<file path="config.mk">
export PLATFORM = sky130hd
export DESIGN_NAME = job_loader
export DESIGN_NICKNAME = d
export VERILOG_FILES = /design/src/rtl/job_loader_pkg.sv /design/src/rtl/job_word_packer.sv /design/src/rtl/job_loader.sv
export SDC_FILE = /design/constraint.sdc
export NUM_CORES = 1
export LEC_CHECK = 0
export ABC_CLOCK_PERIOD_IN_PS = 5100
export BUFFER_PORTS_ARGS = -buffer_cell sky130_fd_sc_hd__buf_2
export CAP_MARGIN = 20
export CORE_ASPECT_RATIO = 1.25
export CORE_UTILIZATION = 30
export CTS_CLUSTER_DIAMETER = 100
export CTS_CLUSTER_SIZE = 8
export DETAILED_ROUTE_END_ITERATION = 16
export PLACE_DENSITY_LB_ADDON = 0.3
export SLEW_MARGIN = 20
export SYNTH_ARGS = -nofsm -noshare
export SYNTH_HDL_FRONTEND = slang
export SYNTH_SLANG_ARGS = --single-unit
</file>
<file path="constraint.sdc">
create_clock -name clk -period 5.1 [get_ports clk]
set_input_delay 0.51 -clock clk [delete_from_list [all_inputs] [get_ports clk]]
set_output_delay 0.51 -clock clk [all_outputs]
set_load 0.03 [all_outputs]
</file>
<file path="src/rtl/job_loader_pkg.sv">
`default_nettype none
// ============================================================================
// Module      : job_loader_pkg
// Description : Shared job geometry, FSM state types and response codes.
// Revision    : 1.0
// ============================================================================
package job_loader_pkg;

   localparam int MID_WORDS  = 8;
   localparam int HEAD_WORDS = 16;
   localparam int JOB_WORDS  = MID_WORDS + HEAD_WORDS;
   localparam int JOB_BYTES  = 4 * JOB_WORDS;

   localparam int WIDX_W = $clog2(JOB_WORDS + 1);
   // Sized for the optional trailing checksum byte as well
   localparam int BCNT_W = $clog2(JOB_BYTES + 2);

   typedef enum logic [1:0] {
      LOAD   = 2'd0,
      START  = 2'd1,
      STREAM = 2'd2
   } load_state_t;

   typedef enum logic [1:0] {
      C_IDLE      = 2'd0,
      C_WAIT_SLOT = 2'd1,
      C_HOLD      = 2'd2
   } claim_state_t;

   localparam logic [1:0] RESP_NONE   = 2'b00;
   localparam logic [1:0] RESP_ACCEPT = 2'b01;
   localparam logic [1:0] RESP_STALE  = 2'b10;

endpackage
`default_nettype wire

</file>
<file path="src/rtl/job_word_packer.sv">
`default_nettype none
// ============================================================================
// Module      : job_word_packer
// Description : Packs host bytes big-endian into 32-bit job words; with
//               JOB_LOADER_CHECKSUM_EN also checks a trailing XOR byte.
// Revision    : 1.0
// ============================================================================
module job_word_packer
   import job_loader_pkg::*;
(
   input  logic              clk,
   input  logic              rst,
   input  logic [7:0]        i_byte,
   input  logic              i_accept,
   output logic [31:0]       o_word,
   output logic              o_word_we,
   output logic [WIDX_W-1:0] o_word_idx,
   output logic              o_last
`ifdef JOB_LOADER_CHECKSUM_EN
   ,
   output logic              o_cks_ok
`endif
);

`ifdef JOB_LOADER_CHECKSUM_EN
   localparam int TOTAL_BYTES = JOB_BYTES + 1;
`else
   localparam int TOTAL_BYTES = JOB_BYTES;
`endif
   localparam logic [BCNT_W-1:0] c_LAST = BCNT_W'(TOTAL_BYTES - 1);

   logic [BCNT_W-1:0] r_cnt;
   logic [23:0]       r_shift;

   assign o_word     = {r_shift, i_byte};
   assign o_word_we  = i_accept && (r_cnt[1:0] == 2'b11);
   assign o_word_idx = r_cnt[BCNT_W-1:2];
   assign o_last     = i_accept && (r_cnt == c_LAST);

`ifdef JOB_LOADER_CHECKSUM_EN
   logic [7:0] r_xor;
   // Checksum byte matches when it equals the XOR of all payload bytes
   assign o_cks_ok = (r_xor == i_byte);
`endif

   always_ff @(posedge clk) begin
      if (rst) begin
         r_cnt   <= '0;
         r_shift <= '0;
`ifdef JOB_LOADER_CHECKSUM_EN
         r_xor   <= '0;
`endif
      end else if (i_accept) begin
         r_shift <= {r_shift[15:0], i_byte};
         if (o_last) begin
            r_cnt <= '0;
`ifdef JOB_LOADER_CHECKSUM_EN
            r_xor <= '0;
`endif
         end else begin
            r_cnt <= r_cnt + 1'b1;
`ifdef JOB_LOADER_CHECKSUM_EN
            r_xor <= r_xor ^ i_byte;
`endif
         end
      end
   end

endmodule
`default_nettype wire

</file>
<file path="src/rtl/job_loader.sv">
`default_nettype none
// ============================================================================
// Module      : job_loader
// Description : Host job buffer/streamer for the SHA core plus solution
//               claim handshake and one-entry nonce slot.
//               Optional feature macro: JOB_LOADER_CHECKSUM_EN.
// Revision    : 1.0
// ============================================================================
module job_loader
   import job_loader_pkg::*;
(
   input  logic        clk,
   input  logic        rst,
   input  logic [7:0]  host_data,
   input  logic        host_valid,
   output logic        host_ready,
   output logic        start_found,
   output logic [31:0] core_data,
   input  logic        sol_claim,
   input  logic [31:0] core_nonce,
   output logic [1:0]  sol_response,
   output logic [31:0] nonce,
   output logic        nonce_valid,
   input  logic        nonce_ready,
   output logic        job_err
);

   load_state_t       r_load_state;
   claim_state_t      r_claim_state;
   logic              r_host_ready;
   logic              r_start_found;
   logic [31:0]       r_core_data;
   logic [WIDX_W-1:0] r_wcnt;
   logic [1:0]        r_sol_response;
   logic [31:0]       r_nonce;
   logic              r_nonce_valid;
   logic [31:0]       r_buf [JOB_WORDS];

   logic              w_accept;
   logic [31:0]       w_word;
   logic              w_word_we;
   logic [WIDX_W-1:0] w_word_idx;
   logic              w_last;
   logic              w_job_ok;
   logic              w_busy;

   assign w_accept = host_valid && r_host_ready;
   assign w_busy   = (r_load_state != LOAD);

   job_word_packer u_packer (
      .clk        (clk),
      .rst        (rst),
      .i_byte     (host_data),
      .i_accept   (w_accept),
      .o_word     (w_word),
      .o_word_we  (w_word_we),
      .o_word_idx (w_word_idx),
      .o_last     (w_last)
`ifdef JOB_LOADER_CHECKSUM_EN
      ,
      .o_cks_ok   (w_job_ok)
`endif
   );

`ifdef JOB_LOADER_CHECKSUM_EN
   logic r_job_err;
   assign job_err = r_job_err;
`else
   assign w_job_ok = 1'b1;
   assign job_err  = 1'b0;
`endif

   always_ff @(posedge clk) begin
      if (rst) begin
         for (int i = 0; i < JOB_WORDS; i++) r_buf[i] <= '0;
      end else if (w_word_we) begin
         r_buf[w_word_idx] <= w_word;
      end
   end

   // Load FSM: LOAD collects bytes, START pulses the core, STREAM replays words
   always_ff @(posedge clk) begin
      if (rst) begin
         r_load_state  <= LOAD;
         r_host_ready  <= 1'b1;
         r_start_found <= 1'b0;
         r_core_data   <= '0;
         r_wcnt        <= '0;
`ifdef JOB_LOADER_CHECKSUM_EN
         r_job_err     <= 1'b0;
`endif
      end else begin
`ifdef JOB_LOADER_CHECKSUM_EN
         r_job_err <= 1'b0;
`endif
         case (r_load_state)
            LOAD: begin
               if (w_last) begin
                  if (w_job_ok) begin
                     r_load_state  <= START;
                     r_host_ready  <= 1'b0;
                     r_start_found <= 1'b1;
                  end else begin
`ifdef JOB_LOADER_CHECKSUM_EN
                     r_job_err <= 1'b1;
`endif
                  end
               end
            end
            START: begin
               r_start_found <= 1'b0;
               r_core_data   <= r_buf[0];
               r_wcnt        <= WIDX_W'(1);
               r_load_state  <= STREAM;
            end
            STREAM: begin
               if (r_wcnt == WIDX_W'(JOB_WORDS)) begin
                  r_core_data  <= '0;
                  r_wcnt       <= '0;
                  r_host_ready <= 1'b1;
                  r_load_state <= LOAD;
               end else begin
                  r_core_data <= r_buf[r_wcnt];
                  r_wcnt      <= r_wcnt + 1'b1;
               end
            end
            default: begin
               r_load_state  <= LOAD;
               r_host_ready  <= 1'b1;
               r_start_found <= 1'b0;
               r_core_data   <= '0;
               r_wcnt        <= '0;
            end
         endcase
      end
   end

   // Claim FSM and result slot; emptiness is judged on the registered flag
   always_ff @(posedge clk) begin
      if (rst) begin
         r_claim_state  <= C_IDLE;
         r_sol_response <= RESP_NONE;
         r_nonce        <= '0;
         r_nonce_valid  <= 1'b0;
      end else begin
         r_sol_response <= RESP_NONE;
         if (r_nonce_valid && nonce_ready) r_nonce_valid <= 1'b0;
         case (r_claim_state)
            C_IDLE, C_WAIT_SLOT: begin
               if (!sol_claim) begin
                  r_claim_state <= C_IDLE;
               end else if (w_busy) begin
                  r_sol_response <= RESP_STALE;
                  r_claim_state  <= C_HOLD;
               end else if (!r_nonce_valid) begin
                  r_nonce        <= core_nonce;
                  r_nonce_valid  <= 1'b1;
                  r_sol_response <= RESP_ACCEPT;
                  r_claim_state  <= C_HOLD;
               end else begin
                  r_claim_state <= C_WAIT_SLOT;
               end
            end
            C_HOLD: begin
               if (!sol_claim) r_claim_state <= C_IDLE;
            end
            default: r_claim_state <= C_IDLE;
         endcase
      end
   end

   assign host_ready   = r_host_ready;
   assign start_found  = r_start_found;
   assign core_data    = r_core_data;
   assign sol_response = r_sol_response;
   assign nonce        = r_nonce;
   assign nonce_valid  = r_nonce_valid;

endmodule
`default_nettype wire

</file>
==> flow_metrics.tcl <==
set metrics [dict create \
    clk_pin_slew_ns 0.05 \
    ir_drop_uv 328 \
    hold_path_startpoint "sol_claim" \
    fill_cells 15346 \
    r2r-start "u_packer.r_cnt[0]$_SDFFE_PP0P_" \
    syn_area_um2 49100 \
    antenna_found_initial 21 \
    cp_max_fo 33 \
    fp.dieArea_um2 165000 \
    cts_buffers 160 \
    max_freq_ghz 0.272 \
    grt_first_pass_wirelength_mm 211 \
    required_ns 5.48 \
    clock_skew_ns 0.0269 \
    die_x_um 364 \
    drtIter0Drc 2856 \
    finalNonFillerCells 5676 \
    finalWirelength_mm 149 \
    grt_pass1_vias 28290 \
    synth_seq_cells 1138 \
    route.antenna.remaining_nets 0 \
    seq_area_um2 33100 \
    wire_per_inst_um 26.2 \
    area_growth_pct 15.7 \
    critPathArrivalTime_ns 4.06 \
    viasPerCell 4.99 \
    cts-htree-levels 4 \
    stdcell_area_um2 56800 \
    dp_hpwl_mm 90.0 \
    rows 165 \
    reg2reg_to "r_buf[13][2]$_SDFFCE_PN0P_" \
    synth_top_area_share_pct 62.6 \
    root_buffer "clkbuf_16" \
    rsz0062_at_grt "no" \
    path_cells "ha_1 > nand3_1 > nor2_1 > nand3b_1 > nor2_2 > buf_4 > or2_2" \
    final_core_util_pct 35.1 \
    core_area_um2 162000 \
    fin_crit_sh_pct 72.1 \
    reg2regPathDepth 7 \
    holdPathStages 3 \
    multi_input_area_um2 15000 \
    power_density_nw_per_um2 368 \
    setup-tns-final_ns 0 \
    drive_gt1_share_pct 17.3 \
    synth_area_leaders "edfxtp_1 (63%), and2_1 (9.8%), mux4_2 (5.9%), mux2i_1 (5.8%), dfxtp_1 (4.6%)" \
    grt_max_degree 84 \
    initial_utilization_pct 30.3 \
    gr-total-overflow 0 \
    synth_ff_type "edfxtp_1" \
    regToRegSetupSlack_ns 1.42 \
    yosys_warnings 0 \
    leakage_nw 18.7 \
    cts_sinks 1138 \
    globalplace.congestion 0.887 \
    syn_avg_cell_area_um2 14.8 \
    cts_resized 0 \
    fin_hold_ws_ns 0.0561 \
    cts_buffer_depth 3 \
    finalMaxSlewViolations 0 \
    cp_slowest_stage_delay_ns 0.85 \
    cp-end-kind "flop" \
    grt_usage_pct 17.9 \
    port_buffers 113 \
    hold_path.class "in -> reg" \
    clkLatencyLatePin_ns 0.79 \
    slew_headroom_pct 20.3 \
    placed_cell_area_um2 52000 \
    cts_tree "done" \
    ios 115 \
    status "completed" \
    dr.pass1.iters 7 \
    cp_slowest_cell "or2_2" \
    max-cap-violations 0 \
    synthCells 3327 \
    synth-edff-count 1024 \
    drc_errors 0 \
    dp.cells 5403 \
    yosysSeqAreaShare_pct 67.2 \
    vias 28333 \
    fin_nets 3476 \
    synth.largest_area_cell "edfxtp_1" \
    die_h_um 454 \
    hold_viol_final 0 \
    min_to "sol_response[1]$_SDFF_PP0_" \
    synthArstFlopShare_pct 0 \
    finalSetupViolCount 0 \
    synth.distinct_cells 50 \
    crit_type "reg -> reg" \
    start_kind "flop" \
    tightest_slew_ns 1.19 \
    min_period_ns 3.68 \
    synth_nets 3378 \
]
## layer usage
| metal | track usage, % | vias to the layer above | routed length (µm) |
|---|---|---|---|
| met2 | 29.1 | 966 | 70900 |
| met1 | 23.9 | 14697 | 63700 |
| li1 | - | 12469 | - |
| met5 | 0 | - | 23 |
| met3 | 2.52 | 197 | 8240 |
| met4 | 7.75 | 4 | 5890 |
## worst max-delay path: cells and delay by family, from the launching register on
family,cells,cell delay (ns)
flip-flops,1,0.36
AND/OR/NAND/NOR,5,2.35
buffers and inverters,1,0.37
adder cells (fa/ha/maj),1,0.16
## cells in the final DEF (no fill, tap or decap), types with 26 or more instances in the layout
master,count
buf_4,70
clkbuf_1,60
a21oi_1,119
nor2_1,39
buf_2,112
dfxtp_1,86
edfxtp_1,1024
clkbuf_16,161
mux4_2,128
nor2b_1,26
mux2i_1,285
and2_1,770
a22o_1,37
a22oi_1,68
nand2_1,164
dlygate4sd3_1,31
## sequential cells by signal, indices dropped and copies added (netlist names), named ones only
name	count
core_data	32
host_ready	1
nonce	32
nonce_valid	1
r_buf	1024
r_claim_state	2
r_load_state	2
r_wcnt	5
sol_response	2
start_found	1
u_packer.r_cnt	7
u_packer.r_shift	24
## final cells by class
class	count	area share, %
Sequential cell	1138	58.2
Antenna cell	6	0.0264
Tap cell	2171	4.78
Inverter	7	0.0462
Clock buffer	221	7.48
Timing Repair Buffer	219	2.67
Multi-Input combinational cell	1899	26.4
Clock inverter	15	0.460
## cell usage after synthesis, drive strengths merged, types with 10 or more instances
cell,count
mux2,14
a221oi,21
nand2,164
o21ai,27
nor2,70
clkbuf,201
or2,25
mux2i,285
a22o,37
and2,771
a31oi,10
o31ai,14
buf,82
a22oi,68
a211oi,24
nor2b,28
edfxtp,1024
a21oi,119
a311oi,18
dfxtp,114
mux4,128
## kinds of logic (layout without fill, tap and decap cells)
logic type	Yosys count	count (layout)	share of synthesized area, %
buffers and inverters	290	462	2.60
AO/OA/AOI/OAI	367	367	5.17
AND/OR/NAND/NOR	1094	1094	12.8
XOR/XNOR	4	4	0.0713
flip-flops	1138	1138	67.2
multiplexers	427	427	12.0
other	1	7	0.00763
adder cells (fa/ha/maj)	6	6	0.153
## power breakdown
group          total [mW]  leakage, nW  switching [mW]  internal [mW]
registers            10.6         10.8           0.189           10.5
clock network        9.75         2.16            3.98           5.76
logic               0.557         5.67           0.402          0.156
total                20.9         18.7            4.57           16.4
## metrics by stage
stage                     power (mW)  worst slack, ns
final                           20.9             1.42
after global routing            21.5             1.24
after CTS                       21.1             1.42
after detailed placement        11.4             1.29
after global placement          11.3             1.23
after floorplan                 11.0             1.05
## how the worst max path moves through the flow
| stage | from | endpoint | cells past startpoint |
|---|---|---|---|
| after floorplan | host_ready$_SDFFE_PP1P_ | r_buf[30][0]$_DFFE_PP_ | 3 |
| after global placement | host_valid | r_buf[13][30]$_SDFFCE_PN0P_ | 7 |
| after detailed placement | host_valid | r_buf[13][8]$_SDFFCE_PN0P_ | 7 |
| after CTS | u_packer.r_cnt[0]$_SDFFE_PP0P_ | r_buf[13][6]$_SDFFCE_PN0P_ | 7 |
| after global routing | u_packer.r_cnt[0]$_SDFFE_PP0P_ | r_buf[13][2]$_SDFFCE_PN0P_ | 7 |
| final | u_packer.r_cnt[0]$_SDFFE_PP0P_ | r_buf[13][2]$_SDFFCE_PN0P_ | 7 |
## timing repair
action,CTS,global route
hold buffers,31,0
setup buffers,0,0
endpoints found under the hold margin,31,0
endpoints found under the setup margin,0,0
Note: power is estimated with default switching activity, not from simulation.
